==> config.mk <==
export PLATFORM = sky130hd
export DESIGN_NAME = spi_slave_regfile_flat
export DESIGN_NICKNAME = d
export VERILOG_FILES = /design/src/rtl/spi_slave_regfile_if.sv /design/src/rtl/spi_slave_regfile.sv /design/src/flat_wrapper.sv
export SDC_FILE = /design/constraint.sdc
export NUM_CORES = 1
export LEC_CHECK = 0
export ABC_AREA = 1
export BUFFER_PORTS_ARGS = -buffer_cell sky130_fd_sc_hd__clkbuf_2
export CORE_MARGIN = 2
export CORE_UTILIZATION = 50
export CTS_CLUSTER_SIZE = 40
export DETAILED_ROUTE_END_ITERATION = 12
export PLACE_DENSITY = 0.73
export SETUP_SLACK_MARGIN = 0.15
export SLEW_MARGIN = 10
export SYNTH_ARGS = -nofsm -noshare
export SYNTH_HDL_FRONTEND = slang
export SYNTH_SLANG_ARGS = --single-unit
==> constraint.sdc <==
create_clock -name clk -period 3.6 [get_ports clk]
set_input_delay 0.36 -clock clk [delete_from_list [all_inputs] [get_ports clk]]
set_output_delay 0.36 -clock clk [all_outputs]
set_load 0.02 [all_outputs]
==> src/rtl/spi_slave_regfile_if.sv <==
// SPI pin bundle for the register-file slave: SCK, CS_n and MOSI driven by the host,
// MISO and its pad enable driven back by the slave.
interface spi_slave_regfile_if;
    logic spi_clock;
    logic spi_cs_n;
    logic spi_mosi;
    logic spi_miso;
    logic spi_miso_oe;

    modport master (
        output spi_clock, spi_cs_n, spi_mosi,
        input  spi_miso, spi_miso_oe
    );

    modport slave (
        input  spi_clock, spi_cs_n, spi_mosi,
        output spi_miso, spi_miso_oe
    );
endinterface

==> src/rtl/spi_slave_regfile.sv <==
// SPI mode-0 slave in front of a bank of NUM_REGS configuration registers.
// Frames are {R/W, addr, data} MSB first; writes commit on CS rise, reads stream out on MISO.
module spi_slave_regfile #(
    parameter int ADDR_W      = 4,
    parameter int DATA_W      = 28,
    parameter int NUM_REGS    = 8,
    parameter int SYNC_STAGES = 2,
    parameter logic [NUM_REGS*DATA_W-1:0] RESET_VALUES = '0
) (
    input  logic                         clk,
    input  logic                         rst_n,
    spi_slave_regfile_if.slave           spi,
    output logic [NUM_REGS*DATA_W-1:0]   regs_flat,
    output logic                         wr_pulse,
    output logic [ADDR_W-1:0]            wr_addr,
    output logic                         frame_err
);

    localparam int FRAME_W = 1 + ADDR_W + DATA_W;
    localparam int CNT_W   = $clog2(FRAME_W + 2);
    localparam int IDX_W   = (NUM_REGS > 1) ? $clog2(NUM_REGS) : 1;

    logic [SYNC_STAGES-1:0] sck_sync, cs_sync, mosi_sync;
    logic                   sck_d, cs_d;

    logic [CNT_W-1:0]   bit_cnt;
    logic [FRAME_W-1:0] shreg;
    logic [DATA_W-1:0]  miso_sh;
    logic               miso_oe;
    logic [DATA_W-1:0]  regs [NUM_REGS];

    // NOTE: every clocked block here uses non-blocking assignments so the synchroniser
    // chain shifts by exactly one stage per clk regardless of statement order.
    always_ff @(posedge clk or negedge rst_n) begin
        if (!rst_n) begin
            sck_sync  <= '0;
            cs_sync   <= '1;
            mosi_sync <= '0;
            sck_d     <= 1'b0;
            cs_d      <= 1'b1;
        end else begin
            sck_sync  <= {sck_sync[SYNC_STAGES-2:0],  spi.spi_clock};
            cs_sync   <= {cs_sync[SYNC_STAGES-2:0],   spi.spi_cs_n};
            mosi_sync <= {mosi_sync[SYNC_STAGES-2:0], spi.spi_mosi};
            sck_d     <= sck_sync[SYNC_STAGES-1];
            cs_d      <= cs_sync[SYNC_STAGES-1];
        end
    end

    logic sck_s, cs_s, mosi_s;
    logic sck_rise, sck_fall, cs_rise, cs_fall;
    assign sck_s    = sck_sync[SYNC_STAGES-1];
    assign cs_s     = cs_sync[SYNC_STAGES-1];
    assign mosi_s   = mosi_sync[SYNC_STAGES-1];
    assign sck_rise =  sck_s & ~sck_d;
    assign sck_fall = ~sck_s &  sck_d;
    assign cs_rise  =  cs_s  & ~cs_d;
    assign cs_fall  = ~cs_s  &  cs_d;

    // Header fields are taken from the value being shifted in, so the read word can be
    // fetched on the very SCK rise that completes the address.
    logic [FRAME_W-1:0] shift_nxt;
    logic               hdr_rw, hdr_hit, frm_rw, frm_hit;
    logic [ADDR_W-1:0]  hdr_addr, frm_addr;
    logic [IDX_W-1:0]   hdr_idx, frm_idx;
    logic [DATA_W-1:0]  frm_data;

    assign shift_nxt = {shreg[FRAME_W-2:0], mosi_s};
    assign hdr_rw    = shift_nxt[ADDR_W];
    assign hdr_addr  = shift_nxt[ADDR_W-1:0];
    assign hdr_idx   = hdr_addr[IDX_W-1:0];
    assign hdr_hit   = 32'(hdr_addr) < NUM_REGS;
    assign frm_rw    = shreg[FRAME_W-1];
    assign frm_addr  = shreg[FRAME_W-2 -: ADDR_W];
    assign frm_idx   = frm_addr[IDX_W-1:0];
    assign frm_hit   = 32'(frm_addr) < NUM_REGS;
    assign frm_data  = shreg[DATA_W-1:0];

    always_ff @(posedge clk or negedge rst_n) begin
        if (!rst_n) begin
            bit_cnt   <= '0;
            shreg     <= '0;
            miso_sh   <= '0;
            miso_oe   <= 1'b0;
            wr_pulse  <= 1'b0;
            wr_addr   <= '0;
            frame_err <= 1'b0;
            // NOTE: this bank is reset on purpose; its power-up contents are part of the
            // programming model, unlike a data RAM which would be left unreset.
            for (int i = 0; i < NUM_REGS; i++)
                regs[i] <= RESET_VALUES[i*DATA_W +: DATA_W];
        end else begin
            wr_pulse  <= 1'b0;
            frame_err <= 1'b0;
            if (cs_fall) begin
                bit_cnt <= '0;
                shreg   <= '0;
                miso_sh <= '0;
                miso_oe <= 1'b1;
            end else if (cs_rise) begin
                miso_oe <= 1'b0;
                miso_sh <= '0;
                if (bit_cnt != CNT_W'(FRAME_W)) begin
                    frame_err <= 1'b1;
                end else if (!frm_rw && frm_hit) begin
                    regs[frm_idx] <= frm_data;
                    wr_pulse      <= 1'b1;
                    wr_addr       <= frm_addr;
                end
            end else if (!cs_s) begin
                if (sck_rise) begin
                    shreg <= shift_nxt;
                    if (bit_cnt != CNT_W'(FRAME_W + 1))
                        bit_cnt <= bit_cnt + 1'b1;
                    if (bit_cnt == CNT_W'(ADDR_W) && hdr_rw)
                        miso_sh <= hdr_hit ? regs[hdr_idx] : '0;
                end else if (sck_fall && bit_cnt > CNT_W'(ADDR_W + 1)) begin
                    miso_sh <= {miso_sh[DATA_W-2:0], 1'b0};
                end
            end
        end
    end

    for (genvar g = 0; g < NUM_REGS; g++) begin : g_flat
        assign regs_flat[g*DATA_W +: DATA_W] = regs[g];
    end

    assign spi.spi_miso    = miso_sh[DATA_W-1];
    assign spi.spi_miso_oe = miso_oe;

endmodule

==> src/flat_wrapper.sv <==
// flat-port wrapper written by rule: the top's interface ports become plain ports
module spi_slave_regfile_flat 
#(
    parameter int ADDR_W      = 4,
    parameter int DATA_W      = 28,
    parameter int NUM_REGS    = 8,
    parameter int SYNC_STAGES = 2,
    parameter logic [NUM_REGS*DATA_W-1:0] RESET_VALUES = '0
)
  (clk, rst_n, regs_flat, wr_pulse, wr_addr, frame_err, spi_spi_clock, spi_spi_cs_n, spi_spi_mosi, spi_spi_miso, spi_spi_miso_oe);
  spi_slave_regfile_if spi_i ();
  input  logic clk;
  input  logic rst_n;
  output logic [NUM_REGS*DATA_W-1:0] regs_flat;
  output logic wr_pulse;
  output logic [ADDR_W-1:0] wr_addr;
  output logic frame_err;
  input wire logic [$bits(spi_i.spi_clock)-1:0] spi_spi_clock;
  input wire logic [$bits(spi_i.spi_cs_n)-1:0] spi_spi_cs_n;
  input wire logic [$bits(spi_i.spi_mosi)-1:0] spi_spi_mosi;
  output wire logic [$bits(spi_i.spi_miso)-1:0] spi_spi_miso;
  output wire logic [$bits(spi_i.spi_miso_oe)-1:0] spi_spi_miso_oe;
  assign spi_i.spi_clock = spi_spi_clock;
  assign spi_i.spi_cs_n = spi_spi_cs_n;
  assign spi_i.spi_mosi = spi_spi_mosi;
  assign spi_spi_miso = spi_i.spi_miso;
  assign spi_spi_miso_oe = spi_i.spi_miso_oe;
  spi_slave_regfile #(.ADDR_W(ADDR_W), .DATA_W(DATA_W), .NUM_REGS(NUM_REGS), .SYNC_STAGES(SYNC_STAGES), .RESET_VALUES(RESET_VALUES)) u_core (.clk(clk), .rst_n(rst_n), .spi(spi_i), .regs_flat(regs_flat), .wr_pulse(wr_pulse), .wr_addr(wr_addr), .frame_err(frame_err));
endmodule
==> flow_summary.yaml, run 1 <==
setup_path:
  crit_slowest_cell: "nor3_4"
  required_ps: 4030
  rrSetupSlack_ps: 630
  startpoint_type: "register"
  reg2reg_to: "u_core.regs_flat[130]$_DFFE_PN0P_"
  critical_path.cell_chain: "inv_1 > ha_1 > inv_2 > nand2_1 > nor3_4 > nand3_2 > buf_12 > nand2_1 > o21ai_1"
  crit_path_end: "u_core.regs_flat[130]$_DFFE_PN0P_"
  cpMostUsedCell: "nand2_1"
  end_kind: "register"
  r2r_cells: 9
  cp_slowest_stage_delay_ps: 590
  crit_start: "u_core.cs_sync[1]$_DFF_PN1_"
  crit-reg2reg-launch: "u_core.cs_sync[1]$_DFF_PN1_"
  cp_max_fo: 40
  worstSetupPathType: "register to register"
  arrival_ps: 3400
floorplan:
  fp-row-count: 62
  die_h_um: 174
  core_um2: 28500
  dieArea_um2: 30100
  die_x_um: 174
  initial_utilization_pct: 50.5
  ios: 237
route:
  drc: 0
  drt-vias-per-instance: 5.31
  vias: 12700
  drt-initial-drc-count: 1316
  wl_per_cell_um: 17.4
  drt-pass1-iter-count: 6
  wirelength_um: 41700
  final_antenna_net_count: 0
final_layout:
  antenna_cells: 0
  area_growth_syn_to_layout_pct: 17.3
  fin_area_um2: 16900
  layout.nets: 1998
  num-fill-cells: 2578
  drive_gt1_share_pct: 19.6
grt:
  grt_pass1_wl_um: 66500
  antenna_found_initial: 0
  grt-ovfl-total: 0
  grtUsageTotal_pct: 27.6
  grt_pass1_vias: 12100
  grt_max_degree: 130
synth:
  synth.most_common_cell: "nand2_1"
  yosysWarnings: 0
  synthCells: 1788
  synth_top_area_share_pct: 52.8
  async_flop_share_pct: 100
  netlist_top_cells_count: "nand2_1, dfrtp_1, inv_1, nand3_1, o21ai_0"
  synth_top_area_cell: "dfrtp_1"
  synth.cell_area_um2: 14400
  synth_cell_types: 26
  ys_seq_elements: 306
  synth-seq-area-share_pct: 53.3
  synthTopCellsByArea: "dfrtp_1, nand2_1, nand3_1"
  synth_ff_type: "dfrtp_1"
  syn_nets: 1801
  synth.avg_cell_area_um2: 8.04
  synth_edf_count: 0
timing:
  drv_slew: 0
  min_period_ps: 2970
  fin_skew_ps: 16.8
  rsz0062_at_grt: "false"
  holdWs_ps: 354
  tns_ps: 0
  slew_headroom_pct: 31.9
  tightestPinTransition_ps: 1020
  timing.fmax_ghz: 0.337
  final-hold-violation-count: 0
  finalSetupViolations: 0
  finalCritPeriodShare_pct: 82.4
cts:
  clk_latency_ps: 570
  clk_path_buf_depth: 3
  clock-sinks: 306
  cts.clk_slew.worst_paths_ps: 60
  cts_tree: "built"
  cts_max_level: 1
  cts-root-buf: "clkbuf_16"
  cts_resized: 0
  cts_inserted_buffers: 31
placed_design:
  hpwl_um: 26900
  placed_area_um2: 15700
  numPortBuffers: 236
  globalplace.congestion: 0.909
power:
  power.density_nw_per_um2: 438
  power_leakage_nw: 8.53
  peakVddDrop_uv: 373
  power.total_w: 0.00738
min_path:
  hp-class: "register to register"
job:
  maxCapViolations: 0
run_status:
  status: "completed"
registers in the layout, summed over array words and instances (netlist names), 2 cells and up:
register          count
u_core.regs_flat    224
u_core.shreg         33
u_core.miso_sh       28
u_core.bit_cnt        6
u_core.wr_addr        4
u_core.cs_sync        2
u_core.mosi_sync      2
u_core.sck_sync       2
area by class of cell:
| cell class | count | area (µm²) | share of cell area, % |
|---|---|---|---|
| Timing Repair Buffer | 274 | 1520 | 9.04 |
| Clock inverter | 14 | 155 | 0.920 |
| Inverter | 215 | 808 | 4.79 |
| Clock buffer | 44 | 935 | 5.54 |
| Multi-Input combinational cell | 1157 | 5290 | 31.4 |
| Sequential cell | 306 | 7670 | 45.5 |
| Tap cell | 384 | 480 | 2.85 |
report_power, final:
group / internal (W) / switching (W) / leakage [nW]
Sequential: 0.00347 / 0.0000372 / 4.25
Clock: 0.00201 / 0.00137 / 0.546
Combinational: 0.000127 / 0.000355 / 3.74
Total: 0.00562 / 0.00177 / 8.53
worst min-delay path by stage:
stage / slack, ps / end / depth (start not counted) / startpoint
floorplan: 60 / u_core.bit_cnt[0]$_DFFE_PN0P_ / 0 / rst_n
global placement: 330 / u_core.sck_sync[1]$_DFF_PN0_ / 0 / u_core.sck_sync[0]$_DFF_PN0_
detailed placement: 330 / u_core.sck_sync[1]$_DFF_PN0_ / 0 / u_core.sck_sync[0]$_DFF_PN0_
CTS: 360 / u_core.mosi_sync[1]$_DFF_PN0_ / 0 / u_core.mosi_sync[0]$_DFF_PN0_
global route: 360 / u_core.sck_sync[1]$_DFF_PN0_ / 0 / u_core.sck_sync[0]$_DFF_PN0_
finish: 350 / u_core.mosi_sync[1]$_DFF_PN0_ / 0 / u_core.mosi_sync[0]$_DFF_PN0_
metrics by stage:
step	setup WS, ps	utilization [%]	std cells
2_1_floorplan	1600	-	1788
3_3_place_gp	822	55.2	2332
3_5_place_dp	645	55.2	2332
4_1_cts	631	59.2	2394
5_1_grt	408	59.2	2394
6_report	633	59.2	2394
what timing repair did:
action | 4_1_cts | 5_1_grt
buffers inserted | 0 | 0
setup endpoints to repair | 0 | 0
hold buffers | 4 | 0
hold endpoints to repair | 83 | 0
metal layers:
metal	routed length (µm)	track usage (%)
met1	17400	38.3
met2	19600	44.3
met3	2970	3.40
met4	1730	11.5
met5	0	0
cell families after synthesis:
| kind of cell | after synthesis | synth area share [%] |
|---|---|---|
| flops | 306 | 53.3 |
| fa+ha+maj | 8 | 0.696 |
| xor+xnor | 2 | 0.122 |
| simple gates | 878 | 25.0 |
| compound gates | 269 | 10.7 |
| buf+inv | 325 | 10.1 |
layout by cell type (no fill, tap or decap), types with 2 or more instances in the layout:
master         count
buf_12             3
buf_4             31
bufinv_16          3
clkbuf_1           2
clkbuf_16         31
clkbuf_2         235
clkbuf_8          11
clkinv_2           9
dfrtp_1          301
dfstp_2            3
dlygate4sd3_1      4
ha_1               8
inv_1            210
inv_2              4
nand2_1          668
nand3_1          173
nand3_2           10
nor2_1            18
nor2_2             2
nor2_4             3
o21ai_0          124
o21ai_1           71
o21ai_2           40
o22ai_1           33
xor2_1             2
worst max-delay path, delay by kind of cell (launching register included):
kind | cells | cell delay (ps)
AO/OA/AOI/OAI | 1 | 70
adder cells (fa/ha/maj) | 1 | 240
buffers and inverters | 3 | 610
flip-flops | 1 | 560
AND/OR/NAND/NOR | 4 | 1330
(Power assumes the default switching activity.)
==> run 2: changes to the inputs <==
- PLACE_DENSITY: 0.73 -> 0.76
- clock period: 3.6 -> 2.7 ns (I/O delays scaled with it)
==> run 2 against run 1 <==
- hold slack got worse by 43 ps
- first-iteration DRC count decreased by 4.8%
- critical path depth up 1
- cell count rose by 0.29%
- largest power group is now the clock network
- clock skew up 1.0 ps
- utilization is 0.49 points higher
- combinational power up 35%
==> flow_summary.yaml, run 2 (synthesized netlist as in run 1, its figures left out) <==
setup_path:
  worstSetupPathType: "register to register"
  path_delay_family: "buffers and inverters"
  rrSetupSlack_ps: 290
  end_kind: "register"
  required_ps: 3060
  startpoint_type: "register"
  critical_path.cell_chain: "inv_1 > ha_1 > inv_2 > nand2_1 > nor3_4 > buf_4 > nand3_2 > buf_4 > nand2_1 > o21ai_0"
  cp_slowest_stage_delay_ps: 560
  crit_slowest_cell: "dfstp_2"
  cp_max_fo: 36
  arrival_ps: 2780
  critPathBufInv: 4
placed_design:
  hpwl_um: 27400
  placed_area_um2: 15800
  globalplace.congestion: 0.907
  numPortBuffers: 236
  dp_cells: 2335
route:
  drt-vias-per-instance: 5.36
  drt-pass1-iter-count: 6
  drc: 0
  drt-initial-drc-count: 1253
  vias: 12900
  wirelength_um: 41800
  final_antenna_net_count: 0
  wl_per_cell_um: 17.4
final_layout:
  antenna_cells: 0
  mostFrequentLayoutCell: "nand2_1"
  drive_gt1_share_pct: 19.7
  fin_area_um2: 17000
  layout_common_cells: "nand2_1, dfrtp_1, clkbuf_2, inv_1, nand3_1"
  layoutNonFillerInstCount: 2401
  layout.nets: 2006
  largest_register_ffs: 224
  area_growth_syn_to_layout_pct: 18.3
  num-fill-cells: 2481
grt:
  grt_pass1_wl_um: 66300
  grt_pass1_vias: 12000
  antenna_found_initial: 0
  grt_max_degree: 87
  grt-ovfl-total: 0
  grtUsageTotal_pct: 27.6
floorplan:
  dieArea_um2: 30100
  initial_utilization_pct: 50.5
  core_um2: 28500
  die_x_um: 174
  fp-row-count: 62
  ios: 237
  die_h_um: 174
timing:
  finalCritPeriodShare_pct: 89.4
  slew_headroom_pct: 46.5
  tightestPinTransition_ps: 802
  finalSetupViolations: 0
  holdWs_ps: 312
  timing.fmax_ghz: 0.414
  min_period_ps: 2410
  final-hold-violation-count: 0
  tns_ps: 0
  drv_slew: 0
  rsz0062_at_grt: "false"
  fin_skew_ps: 17.8
power:
  power_leakage_nw: 8.59
  power.density_nw_per_um2: 591
  peakVddDrop_uv: 519
cts:
  cts.clk_slew.worst_paths_ps: 60
  cts_inserted_buffers: 34
  cts-root-buf: "clkbuf_16"
  clk_path_buf_depth: 3
  cts_max_level: 2
  cts_tree: "built"
  clk_latency_ps: 510
  cts_resized: 0
  clock-sinks: 306
run_status:
  status: "completed"
min_path:
  hp-class: "primary input to async pin"
job:
  maxCapViolations: 0
## run 2: stage by stage
stage | worst slack [ps] | total power, W | util (%)
finish | 286 | 0.0100 | 59.7
global route | 137 | 0.0104 | 59.7
CTS | 175 | 0.0101 | 59.7
detailed placement | 144 | 0.00542 | 55.5
global placement | 272 | 0.00540 | 55.5
floorplan | 698 | 0.00516 | -
## run 2: metal layers
metal  GRT usage (%)  up-vias  part of all wire, %
li1                -     6024                    -
met1            37.5     6187                   41
met2            45.3      564                   48
met3            4.41       83                  7.4
met4            9.89        0                  3.3
met5               0        -                    0
## run 2: final timing paths
path                                               from                                 to  depth (start not counted)
max in group asynchronous                         rst_n  u_core.regs_flat[201]$_DFFE_PN0P_                          3
max                         u_core.cs_sync[1]$_DFF_PN1_    u_core.regs_flat[4]$_DFFE_PN0P_                         10
min                                               rst_n  u_core.regs_flat[160]$_DFFE_PN0P_                          2
min reg2reg                u_core.sck_sync[0]$_DFF_PN0_       u_core.sck_sync[1]$_DFF_PN0_                          0
max reg2reg                 u_core.cs_sync[1]$_DFF_PN1_    u_core.regs_flat[4]$_DFFE_PN0P_                         10
min in group clk           u_core.sck_sync[0]$_DFF_PN0_       u_core.sck_sync[1]$_DFF_PN0_                          0
## run 2: worst reg2reg max path: stages (launching register included)
cell	delay [ps]
dfstp_2	560
inv_1	90
ha_1	240
inv_2	170
nand2_1	140
nor3_4	320
buf_4	210
nand3_2	70
buf_4	280
nand2_1	130
o21ai_0	90
## run 2: cell type report
cell class              instances  area, µm²  area share [%]
flip-flops and latches        306       7670            45.1
multi-input cells            1157       5290            31.1
repair buffers                279       1610            9.48
clock buffers                  47        991            5.83
inverters                     215        808            4.75
well taps                     384        480            2.83
clock inverters                13        151           0.891
## run 2: report_power, final
group	switching, W	internal, W
combinational	0.000474	0.000178
sequential	0.0000601	0.00463
clock	0.00184	0.00286
## run 2: repair_timing
item                       4_1_cts  5_1_grt
hold endpoints to repair        62        0
buffers inserted                 0        2
cloned                           0        0
hold buffers                     4        0
pin swaps                        1        1
setup endpoints to repair       15       25
